$ cat src/rtl/jk_bank_arbiter.sv
// ---------------------------------------------------------------------------
// jk_bank_arbiter
//   Round-robin arbiter in front of a bank of JK flip-flop cells. One
//   requester at a time is granted. Its op and cell address are latched,
//   and the selected cell is held, cleared, set or toggled. Each
//   transaction walks IDLE -> APPLY -> ACK -> IDLE (three cycles).
//
// Parameters
//   N_REQ   number of requesters (2..8)
//   ADDR_W  cell address width; the bank holds 2**ADDR_W cells
//
// Ports
//   clk     clock, rising-edge active
//   rst_n   asynchronous active-low reset
//   enable  permits new grants; an in-flight transaction always completes
//   req     per-requester request level
//   op      per-requester op, op[2i+1:2i]: 00 hold, 01 clear, 10 set, 11 toggle
//   addr    per-requester cell index, addr[ADDR_W*i +: ADDR_W]
//   gnt     registered one-hot grant, held through APPLY and ACK
//   j_8     one-hot J strobe, active only in APPLY
//   k_8     one-hot K strobe, active only in APPLY
//   q_8     registered JK cell bank state
//   busy    high whenever the FSM is not in IDLE
//   done    high for the single ACK cycle
// ---------------------------------------------------------------------------
module jk_bank_arbiter #(
  parameter int N_REQ  = 4,
  parameter int ADDR_W = 3
) (
  input  logic                     clk,
  input  logic                     rst_n,
  input  logic                     enable,
  input  logic [N_REQ-1:0]         req,
  input  logic [2*N_REQ-1:0]       op,
  input  logic [ADDR_W*N_REQ-1:0]  addr,
  output logic [N_REQ-1:0]         gnt,
  output logic [2**ADDR_W-1:0]     j_8,
  output logic [2**ADDR_W-1:0]     k_8,
  output logic [2**ADDR_W-1:0]     q_8,
  output logic                     busy,
  output logic                     done
);

  localparam int N_CELL = 2**ADDR_W;
  localparam int PTR_W  = $clog2(N_REQ);

  localparam logic [1:0] S_IDLE  = 2'd0;
  localparam logic [1:0] S_APPLY = 2'd1;
  localparam logic [1:0] S_ACK   = 2'd2;

  logic [1:0]        state;
  logic [PTR_W-1:0]  ptr;
  logic [PTR_W-1:0]  win_q;
  logic [1:0]        op_q;
  logic [ADDR_W-1:0] addr_q;

  logic              win_found;
  logic [PTR_W-1:0]  win_idx;
  logic [1:0]        sel_op;
  logic [ADDR_W-1:0] sel_addr;
  logic [N_CELL-1:0] cell_onehot;

  // Round-robin search: start at ptr and wrap, so the requester served last
  // has the lowest priority on the next pass.
  // NOTE: every signal written in a combinational block is given a default
  // first; a path that leaves one unassigned would infer a latch.
  always_comb begin
    int idx;
    win_found = 1'b0;
    win_idx   = '0;
    idx       = 0;
    for (int k = 0; k < N_REQ; k++) begin
      idx = int'(ptr) + k;
      if (idx >= N_REQ) idx = idx - N_REQ;
      if (!win_found && req[idx]) begin
        win_found = 1'b1;
        win_idx   = PTR_W'(idx);
      end
    end
  end

  // Pick the winner's op and address out of the packed request buses.
  always_comb begin
    sel_op   = '0;
    sel_addr = '0;
    for (int i = 0; i < N_REQ; i++) begin
      if (win_idx == PTR_W'(i)) begin
        sel_op   = op[2*i +: 2];
        sel_addr = addr[ADDR_W*i +: ADDR_W];
      end
    end
  end

  // Strobes come from the latched op and address only. Input changes during
  // APPLY and ACK therefore cannot disturb the transaction in flight.
  always_comb begin
    cell_onehot = N_CELL'(1) << addr_q;
    j_8         = '0;
    k_8         = '0;
    if (state == S_APPLY) begin
      if (op_q[1]) j_8 = cell_onehot;
      if (op_q[0]) k_8 = cell_onehot;
    end
  end

  assign busy = (state != S_IDLE);
  assign done = (state == S_ACK);

  // NOTE: state is updated with non-blocking assignments so that every
  // register samples the values from before the edge, whatever the
  // statement order.
  always_ff @(posedge clk or negedge rst_n) begin
    if (!rst_n) begin
      state  <= S_IDLE;
      ptr    <= '0;
      gnt    <= '0;
      win_q  <= '0;
      op_q   <= '0;
      addr_q <= '0;
      // NOTE: the cell bank is reset like ordinary flops. It is visible state
      // and must read zero straight after reset, so it is not treated as an
      // uninitialised memory.
      q_8    <= '0;
    end else begin
      case (state)
        S_IDLE: begin
          if (enable && win_found) begin
            state  <= S_APPLY;
            gnt    <= N_REQ'(1) << win_idx;
            win_q  <= win_idx;
            op_q   <= sel_op;
            addr_q <= sel_addr;
          end else begin
            gnt <= '0;
          end
        end
        S_APPLY: begin
          state <= S_ACK;
          // JK next state: set where J is high, keep where K is low.
          // J=K=1 inverts. Cells with no strobe hold.
          q_8   <= (j_8 & ~q_8) | (~k_8 & q_8);
        end
        S_ACK: begin
          state <= S_IDLE;
          gnt   <= '0;
          ptr   <= (win_q == PTR_W'(N_REQ - 1)) ? '0 : win_q + PTR_W'(1);
        end
        default: begin
          state <= S_IDLE;
          gnt   <= '0;
        end
      endcase
    end
  end

endmodule
$ cat config.mk
export PLATFORM = sky130hd
export DESIGN_NAME = jk_bank_arbiter
export DESIGN_NICKNAME = d
export VERILOG_FILES = /design/src/rtl/jk_bank_arbiter.sv
export SDC_FILE = /design/constraint.sdc
export NUM_CORES = 1
export LEC_CHECK = 0
export ABC_CLOCK_PERIOD_IN_PS = 3290
export BUFFER_PORTS_ARGS = -buffer_cell sky130_fd_sc_hd__buf_4
export CAP_MARGIN = 20
export CORE_ASPECT_RATIO = 1.25
export CORE_MARGIN = 8
export CORE_UTILIZATION = 50
export DETAILED_ROUTE_END_ITERATION = 10
export GPL_TIMING_DRIVEN = 0
export PLACE_DENSITY_LB_ADDON = 0.3
export SLEW_MARGIN = 20
export SYNTH_ARGS = -nofsm -noshare
export SYNTH_HDL_FRONTEND = slang
export SYNTH_SLANG_ARGS = --single-unit
$ cat constraint.sdc
create_clock -name clk -period 3.29 [get_ports clk]
set_input_delay 0.4935 -clock clk [delete_from_list [all_inputs] [get_ports clk]]
set_output_delay 0.4935 -clock clk [all_outputs]
set_load 0.01 [all_outputs]
After elaboration in Yosys (flattened, before gate mapping)
Cells that the tools add are included.
{ "classes": {"n_addsub": 8, "magnitude_cmp": 8, "n_eq_ne": 7, "shift": 2, "n_mux": 41, "bitwise_logic": 5, "reduce_logical": 11} }
{ "op_table": {"columns": ["cell", "count"], "rows": [
  ["32-bit by 4-bit less-than comparator with 1-bit output, second input constant", 4],
  ["32-bit two-way mux", 4],
  ["8-bit two-way mux", 4],
  ["2-bit two-way mux", 10],
  ["8-bit bitwise AND", 2],
  ["8-bit inverter", 2],
  ["1-bit two-way mux", 12],
  ["3-bit two-way mux", 4],
  ["3-bit by 3-bit subtractor with 4-bit output, second input constant", 3],
  ["3-bit >= comparator, second input constant", 3],
  ["1-bit binary-select mux with 2-bit select", 4],
  ["2-bit equality test, second input constant", 4],
  ["8-bit OR", 1],
  ["4-bit case mux with 2 select lines", 1],
  ["1-bit by 3-bit << shifter with 8-bit output, first input constant", 1],
  ["2-bit by 2-bit adder with 3-bit output, second input constant", 2],
  ["2-bit by 1-bit equality test with 1-bit output, second input constant", 2],
  ["1-bit logical AND", 4],
  ["2-bit logical NOT", 2],
  ["4-bit two-way mux", 1],
  ["2-bit case mux with 2 select lines", 1],
  ["1-bit by 2-bit << shifter with 4-bit output, first input constant", 1],
  ["2-bit by 3-bit subtractor with 4-bit output, second input constant", 1],
  ["2-bit by 1-bit adder with 3-bit output, second input constant", 1],
  ["other kinds (6)", 8]
]} }
{ "totals": {"regBits": 23, "out_inout_bits": 30} }

Logic depth before layout (Yosys ltp)
Gate-level depths: netlist of the first run.
{ "logic_depth": {"depth_word": 20, "ltp_mapped": 5, "depth_no_buf": 5} }

Worst setup path after synthesis of the first run
Ideal clock, no wire load.
{ "synth_path": {"kind": "in2reg", "startpoint": "input req[1]", "endpoint": "register addr_q[0]", "setup_ns": 0.137, "arrival_ns": 1.523, "required_time_ns": 3.153, "path_slack_ns": 1.630, "path_stages": 5, "cell_sequence": "mux2_4 > o221ai_4 > buf_8 > mux2i_1 > o221ai_2"} }
{ "synth_between": {"elab_chain_len": 18, "word_cells_on_any_way": 36, "cone_classes": "3 x eq/ne; 24 x mux; 9 x reduce/logical"} }
{ "synth_rtl": {"columns": ["element", "line", "rtl"], "rows": [
  ["start, declared", "33", "input logic [N_REQ-1:0] req,"],
  ["1-bit binary-select mux with 2-bit select", "75", "if (!win_found && req[idx]) begin"],
  ["1-bit two-way mux (implied by the code) (2 in a row)", "75", null],
  ["1-bit two-way mux", "75", null],
  ["1-bit logical NOT", "75", null],
  ["1-bit logical AND", "75", null],
  ["1-bit two-way mux", "75", null],
  ["1-bit logical NOT", "75", null],
  ["1-bit logical AND", "75", null],
  ["1-bit two-way mux", "75", null],
  ["1-bit logical NOT", "75", null],
  ["1-bit logical AND", "75", null],
  ["2-bit two-way mux", "75", null],
  ["2-bit logical NOT", "87", "if (win_idx == PTR_W'(i)) begin"],
  ["3-bit two-way mux (4 in a row)", "87", null],
  ["end signal, assigned", "132", "addr_q <= sel_addr;"],
  ["end, declared", "55", "logic [ADDR_W-1:0] addr_q;"]
]} }
Parallel ways exist; a longest one is shown, timed or not. The select of a mux whose other input is x is not followed.
A chain may end at the register's enable or synchronous reset.

Final worst setup path of the first run
{ "layout_path": {"startpoint": "register addr_q[1]", "endpoint": "output k_8[0]"} }
{ "layout_between": {"elab_chain_len": 3} }
{ "layout_rtl": {"columns": ["element", "line", "rtl"], "rows": [
  ["1-bit by 3-bit << shifter with 8-bit output", "97", "cell_onehot = N_CELL'(1) << addr_q;"],
  ["8-bit two-way mux", "102", "if (op_q[0]) k_8 = cell_onehot;"],
  ["8-bit two-way mux", "100", "if (state == S_APPLY) begin"],
  ["end, declared", "38", "output logic [2**ADDR_W-1:0] k_8,"]
]} }
No other way between the ends.

==> results.cfg, run 1 <==
[outcome]
status = completed

[logic_synthesis]
synth.most_common_cell = dfrtp_1
syn_area_um2 = 1282
synth.area.top_cells = dfrtp_1, mux2i_1, o221ai_2, nand2_1, nor2_1
seq_area_frac_synth = 0.4488
ys_ff_latch = 23
synth_top_cell_area_share = 0.4488
synth_edf_count = 0
synth_top_area_cell = dfrtp_1
synth_nets = 157
synthFlopType = dfrtp_1
synthCells = 129
yosysUniqueCellTypes = 33
synthTopCellsByCount = dfrtp_1, nand2_1, nor2_1
syn_avg_cell_area_um2 = 9.942
ys_warn_count = 0
synth-async-reset-ratio = 1.000

[worst_setup_path]
cp.arrival_ps = 1790
end_kind = output pin
cp-startpoint = addr_q[1]
critPathMaxStageDelay_ps = 450
slowest_stage = dfrtp_1
crit_chain = nor3b_1, nand2_1, nor3_1, buf_4
worst-path-buf-inv = 1
required_ps = 2800
r2r-start = ptr[1]
crit_family = simple AND/OR/NAND/NOR gates
critical_path_class = flop to output pin
cp_max_fo = 6
startpoint_type = flop

[timing]
fin_tns_setup_ps = 0
hold_viol_final = 0
period_needed_ps = 2280
drv_slew = 0
max_clock_freq_ghz = 0.4386
relSlewSlack = 0.6912
finalCritPeriodShare = 0.6931
setup-violations-final = 0
tightest_slew_ps = 463.2
skew_ps = 7.383
rsz0062_at_grt = false

[finish]
num_antenna_cells = 0
multi_input_area_um2 = 645.6
seqCellArea_um2 = 575.6
fin_util = 0.7294
area_growth_pct = 38.05
drive_above_1_share = 0.3915
nets = 218
nFillCells = 186

[cts]
clockBufferDepth = 2
clock-sinks = 23
root_buffer = clkbuf_4
path_clk_slew_ps = 130
postCtsSetupBuffers = 0
cts_tree = done
clkLatencyLatePin_ps = 310
cts_buffers = 3
htreeDepth = 1
hold_buffers = 0
cts_resized = 0

[routing]
wirelength_um = 3325
vias_per_cell = 5.261
drtAntennaViolNets = 0
drc = 0
dr.first_iter.drc_count = 37
firstDrtPassIters = 4
post_drt_wl_per_cell_um = 14.98
vias = 1168

[pwr]
power_density_nw_per_um2 = 676.6
vdd_ir_drop_max_v = 0.0004882
leakage_nw = 0.8650

[floorplan]
die_y_um = 72.63
rows = 20
die-area_um2 = 4452
start_util = 0.5284
core_area_um2 = 2427
pin_count = 57
die_width_um = 61.30

[grt]
overflow = 0
grt_max_degree = 24
grt_pass1_wl_um = 5306
grt_antenna_before_repair = 0
grt_pass1_vias = 1142
grtUsageTotal = 0.1550

[worst_hold_path]
hp-class = input pin to async pin

[placement]
port_buffers = 56
globalplace.congestion = 0.7806
dp_hpwl_um = 2718

[run]
drv_cap = 0
==> metrics by stage <==
stage	instances	hold WS [ps]	power, mW	setup slack, ps	cell area, um2
global placement	218	398.7	1.049	1392	1744
finish	222	43.37	1.198	1010	1770
floorplan	129	197.9	0.8458	1630	1282
CTS	222	52.97	1.205	1035	1770
global route	222	51.46	1.289	825.5	1770
detailed placement	218	401.1	1.076	1359	1744
==> power by group <==
group	leakage, nW	internal (mW)	switching [mW]
Sequential	0.292	0.391	0.0962
Combinational	0.558	0.276	0.303
Clock	0.0150	0.0474	0.0838
==> layer usage <==
| layer | vias up | GRT usage | wire length, um |
|---|---|---|---|
| li1 | 579 | - | - |
| met1 | 545 | 0.1630 | 1265 |
| met2 | 40 | 0.2786 | 1709 |
| met3 | 4 | 0.04762 | 316 |
| met4 | 0 | 0.04675 | 34 |
| met5 | - | 0 | 0 |
==> worst paths after layout <==
| check | end | slack, ps | cells past startpoint |
|---|---|---|---|
| worst max-delay path | k_8[0] | 1010 | 4 |
| worst min-delay path | q_8[3] | 40 | 1 |
| max in group asynchronous | win_q[0] | 3010 | 1 |
| worst min register to register | q_8[2] | 490 | 1 |
| worst max register to register | addr_q[1] | 1470 | 5 |
| min in group clk | q_8[2] | 490 | 1 |
==> cell families (layout without fill, tap and decap cells) <==
| kind of cell | after synthesis | in the layout | share of synthesized area |
|---|---|---|---|
| and+or+nand+nor | 49 | 49 | 0.1883 |
| DFF | 23 | 23 | 0.4488 |
| AOI/OAI and AO/OA | 31 | 31 | 0.1981 |
| adders and majority gates | 1 | 1 | 0.009755 |
| muxes | 13 | 13 | 0.1073 |
| buffers and inverters | 12 | 72 | 0.04780 |
==> cells in the final DEF (no fill, tap or decap) <==
cell type  netlist  final
a21boi_1         1      1
a21oi_1          5      5
a311oi_1         1      1
a31oi_1          1      1
a41oi_1          1      1
and2_1           1      1
buf_2            1      1
buf_4            1     57
buf_8            1      1
clkbuf_1         4      5
clkbuf_4         0      3
dfrtp_1         23     23
ha_1             1      1
inv_1            5      5
mux2_2           2      2
mux2_4           1      1
mux2i_1         10     10
nand2_1         16     16
nand2b_1         3      3
nand3_1          2      2
nand3_4          1      1
nor2_1          15     15
nor2b_1          3      3
nor3_1           4      4
nor3b_1          1      1
o21ai_0          7      7
o21ai_1          3      3
o21ai_2          1      1
o221ai_2         5      5
o221ai_4         1      1
o31ai_1          5      5
or3_1            1      1
or3b_1           1      1
or4_4            1      1
==> area by class of cell <==
class,count,area share
Multi-Input combinational cell,94,0.3647
Sequential cell,23,0.3251
Timing Repair Buffer,56,0.2375
Buffer,7,0.02403
Tap cell,33,0.02332
Clock buffer,4,0.01484
Inverter,5,0.01060
==> sequential cells by signal (all words and copies together) (netlist names) <==
signal	cells
gnt	4
q_8	8
state	2
addr_q	3
ptr	2
win_q	2
op_q	2
No activity file was read; power rests on OpenSTA's default activity.
==> run 2, diff against run 1 <==
ABC_CLOCK_PERIOD_IN_PS = 1900   (was 3290)
CORE_UTILIZATION = 42   (was 50)
clock period = 1.9 ns   (was 3.29 ns; I/O delays follow)
==> run 2 against run 1 <==
  * Die area grew 14%
  * Critical path depth is the same
  * Clock skew shrank 4.8 ps
  * Setup slack lost 960 ps
  * Clock power grew 80%
  * Register-to-register slack lost 1300 ps
  * Core utilization shrank 9.5 points
  * Critical path type unchanged
  * Highest routed layer unchanged
==> results.cfg, run 2 (synthesis results as in run 1) <==
[grt]
grtUsageTotal = 0.1331
grt_antenna_before_repair = 0
overflow = 0
grt_pass1_wl_um = 5630
grt_pass1_vias = 1283
grt_max_degree = 24

[placement]
globalplace.congestion = 0.7560
post-place-cells = 221
dp_hpwl_um = 2770
place_area_um2 = 1748
port_buffers = 56

[cts]
cts_buffers = 3
clock-sinks = 23
clkLatencyLatePin_ps = 310
postCtsSetupBuffers = 0
path_clk_slew_ps = 130
clockBufferDepth = 2
htreeDepth = 1
cts_tree = done
root_buffer = clkbuf_4

[routing]
drc = 0
dr.first_iter.drc_count = 72
drtAntennaViolNets = 0
vias = 1198
post_drt_wl_per_cell_um = 15.51
wirelength_um = 3475
firstDrtPassIters = 4
vias_per_cell = 5.348

[finish]
top_register = q_8
top_regs = q_8: 8 flops, gnt: 4 flops, addr_q: 3 flops
layout.cells.non_filler = 224
layout_commonest_cell = buf_4
nets = 217
largest_reg_flops = 8
drive_above_1_share = 0.4628
final_cell_mix = buf_4, dfrtp_1, nor2_1, nand2_1, mux2i_1
nFillCells = 266
finish.instance_area_um2 = 1851
num_antenna_cells = 0
area_growth_pct = 44.29
fin_util = 0.6342

[worst_setup_path]
required_ps = 1620
startpoint_type = flop
rr_worst_depth = 5
crit_end = j_8[0]
ff2ff_setup_slack_ps = 150
end_kind = output pin
cp.arrival_ps = 1560
critical_path_class = flop to output pin
cp-startpoint = addr_q[1]
cp_max_fo = 6
r2r-start = ptr[1]
reg2reg_to = addr_q[1]

[pwr]
power.share.clock = 0.110
pwr-share-comb = 0.451
leakage_nw = 0.8730
switchingPower_mw = 0.8971
p_sw_frac = 0.4181
vdd_ir_drop_max_v = 0.0007900
power_report.internal_total_mw = 1.249
power_density_nw_per_um2 = 1159
seqPwrFrac = 0.439

[timing]
finalCritPeriodShare = 0.9712
relSlewSlack = 0.6830
tightest_slew_ps = 475.5
hold_viol_final = 0
skew_ps = 2.599
hold_ws_ps = 280.4
fin_tns_setup_ps = 0
drv_slew = 0
period_needed_ps = 1845
setup-violations-final = 0
max_clock_freq_ghz = 0.5419

[floorplan]
die_width_um = 65.43
rows = 22
start_util = 0.4395
pin_count = 57
die-area_um2 = 5089
core_area_um2 = 2918
die_y_um = 77.78

[worst_hold_path]
hp-class = input pin to flop

[outcome]
status = completed

[run]
drv_cap = 0
run 2: critical path: stages, from the launching register on:
cell and delay (ps):
dfrtp_2 500, nor3b_4 280, nand2_2 140, nor3_1 170, buf_4 160
run 2: stage by stage:
stage	setup WS [ps]	total power, mW
global placement	154.7	1.820
global route	-11.31	2.296
floorplan	279.4	1.465
finish	54.80	2.146
detailed placement	129.3	1.860
CTS	-32.63	2.102
run 2: cell type report:
cell class | count | area [um2] | area share
multi-input combinational | 94 | 708.2 | 0.3827
sequential | 23 | 580.6 | 0.3137
timing repair buffer | 57 | 430.4 | 0.2326
tap | 36 | 45.04 | 0.02434
buffer | 5 | 37.54 | 0.02028
clock buffer | 3 | 22.52 | 0.01217
inverter | 5 | 18.77 | 0.01014
clock inverter | 1 | 7.507 | 0.004057
run 2: power groups by stage:
stage | Combinational [mW] | Sequential [mW] | Clock (mW)
floorplan | 0.611 | 0.854 | 0
global placement | 0.989 | 0.831 | 0
detailed placement | 1.02 | 0.842 | 0
CTS | 0.962 | 0.892 | 0.248
global route | 1.06 | 0.971 | 0.261
finish | 0.968 | 0.942 | 0.236
run 2: what timing repair did:
item | 4_1_cts | 5_1_grt
resized for setup | 3 | 15
setup endpoints to repair | 13 | 13
hold buffers | 1 | 0
pin swaps | 0 | 1
endpoints found under the hold margin | 23 | 0
run 2: how the worst min path moves through the flow:
| stage | startpoint | endpoint | slack [ps] | cells after the start |
|---|---|---|---|---|
| global route | op[2] | op_q[0] | 270 | 3 |
| finish | op[6] | op_q[0] | 280 | 3 |
| floorplan | rst_n | addr_q[0] | -10 | 0 |
| CTS | op[6] | op_q[0] | 270 | 3 |
| global placement | rst_n | gnt[1] | 190 | 1 |
| detailed placement | rst_n | gnt[1] | 200 | 1 |
run 2: per-layer routing:
| layer | wire, um | track usage |
|---|---|---|
| met5 | 0 | 0 |
| met3 | 270 | 0.03879 |
| met1 | 1325 | 0.1365 |
| met4 | 21 | 0.03501 |
| met2 | 1858 | 0.2507 |
==> run 3, diff against run 2 <==
CELL_PAD_IN_SITES_DETAIL_PLACEMENT = 0   (was unset)
CELL_PAD_IN_SITES_GLOBAL_PLACEMENT = 2   (was unset)
CORE_UTILIZATION = 24   (was 42)
REMOVE_ABC_BUFFERS = 1   (was unset)
==> run 3 against run 2 <==
  * Register-to-register slack improved by 40 ps
  * Flip-flop and latch count did not move
  * Non-clock buffer count fell by 3
  * Via count fell by 2.9%
  * Wire length rose by 8.7%
  * Core utilization fell by 27 points
  * Sequential power fell by 2.7%
  * Sequential share of layout area fell by 0.31 points
  * Final area rose by 0.14%
  * Global-route usage fell by 3.9 points
  * Combinational power fell by 2.1%
  * Die area rose by 56%
  * Critical path type unchanged
  * Highest routed layer unchanged
==> results.cfg, run 3 (synthesis results as in run 1) <==
[timing]
hold_ws_ps = 340.6
skew_ps = 2.343
period_needed_ps = 1765
setup-violations-final = 0
rsz0062_at_grt = true
finalCritPeriodShare = 0.9291
fin_tns_setup_ps = 0
max_clock_freq_ghz = 0.5665
worst_slack_ps = 134.8
hold_viol_final = 0
drv_slew = 0
tightest_slew_ps = 489.3
relSlewSlack = 0.6738

[pwr]
p_total_mw = 2.162
pwr-share-comb = 0.438
power.share.clock = 0.137
leakage_nw = 0.8803
power_report.internal_total_mw = 1.302
p_sw_frac = 0.3976
vdd_ir_drop_max_v = 0.0003916
switchingPower_mw = 0.8595
seqPwrFrac = 0.424
power_density_nw_per_um2 = 1167

[floorplan]
die-area_um2 = 7953
core_area_um2 = 5116
die_width_um = 81.38
start_util = 0.2507
die_y_um = 97.73
pin_count = 57
rows = 29

[routing]
post_drt_wl_per_cell_um = 15.30
drc = 0
wirelength_um = 3779
vias = 1163
vias_per_cell = 4.709
drtAntennaViolNets = 0
dr.first_iter.drc_count = 26
firstDrtPassIters = 4

[finish]
num_antenna_cells = 0
fin_util = 0.3622
multi_input_area_um2 = 678.2
top_regs = q_8: 8 flops, gnt: 4 flops, addr_q: 3 flops
finish.instance_area_um2 = 1853
largest_reg_flops = 8
seqCellArea_um2 = 575.6
layout_commonest_cell = buf_4
final_cell_mix = buf_4, dfrtp_1, nand2_1, nor2_1, mux2i_1
top_register = q_8
drive_above_1_share = 0.4270
layout.cells.non_filler = 247
nets = 214
area_growth_pct = 44.49
nFillCells = 537

[cts]
cts_buffers = 3
clkLatencyLatePin_ps = 260
clock-sinks = 23
htreeDepth = 1
path_clk_slew_ps = 80
root_buffer = clkbuf_8
cts_tree = done
clockBufferDepth = 2

[placement]
place_ws_ps = -54.23
globalplace.congestion = 0.6959
place_area_um2 = 1738
post-place-cells = 240
dp_hpwl_um = 2983
port_buffers = 56

[grt]
grtUsageTotal = 0.09409
overflow = 0
grt_pass1_wl_um = 6099
grt_antenna_before_repair = 0
grt_pass1_vias = 1242
grt_max_degree = 24

[outcome]
status = completed

[worst_setup_path]
critical_path_class = flop to output pin
cp.arrival_ps = 1480
end_kind = output pin
required_ps = 1620
worst-path-buf-inv = 1
crit_chain = nor3b_2, nand2_1, nor2_1, buf_4
ff2ff_setup_slack_ps = 190
critPathMaxStageDelay_ps = 440
startpoint_type = flop
cp_max_fo = 6
slowest_stage = dfrtp_1
crit_family = simple AND/OR/NAND/NOR gates

[worst_hold_path]
hp-class = input pin to flop

[run]
drv_cap = 0
==> run 3: power groups by stage <==
stage               clock network [mW]  logic, mW  registers [mW]
finish                           0.296      0.948           0.917
global route                     0.333       1.06           0.952
CTS                              0.310      0.928           0.906
detailed placement                   0      0.921           0.907
global placement                     0      0.910           0.895
floorplan                            0      0.524           0.888
==> run 3: path summary, 6_finish.rpt <==
check / startpoint / end / cells past startpoint
hold / removal: addr[11] / addr_q[2] / 3
hold reg to reg: q_8[5] / q_8[5] / 1
max in group asynchronous: rst_n / q_8[4] / 2
min in group asynchronous: rst_n / q_8[7] / 2
setup reg to reg: ptr[1] / addr_q[1] / 5
setup / recovery: state[1] / k_8[5] / 4
==> run 3: what timing repair did <==
item	in CTS	in global routing
pin swaps	0	1
buffers inserted	0	2
hold endpoints to repair	23	0
hold buffers	1	0
resized for setup	4	3
endpoints found under the setup margin	9	15
==> run 3: worst min-delay path, delay by kind of cell <==
| kind | cells | cell delay [ps] |
|---|---|---|
| AO/OA/AOI/OAI | 1 | 140 |
| buffers and inverters | 1 | 70 |
| multiplexers | 1 | 60 |
==> run 3: layout make-up <==
cell class / instances / area share
multi-input combinational: 94 / 0.3660
sequential: 23 / 0.3106
timing repair buffer: 59 / 0.2471
tap: 62 / 0.04186
clock buffer: 4 / 0.02431
inverter: 5 / 0.01013
==> run 3: per-layer routing <==
metal  track usage  routed length, um
met5             0                  0
met1        0.1127               1562
met4       0.02897                 23
met3       0.02661                326
met2        0.1559               1866
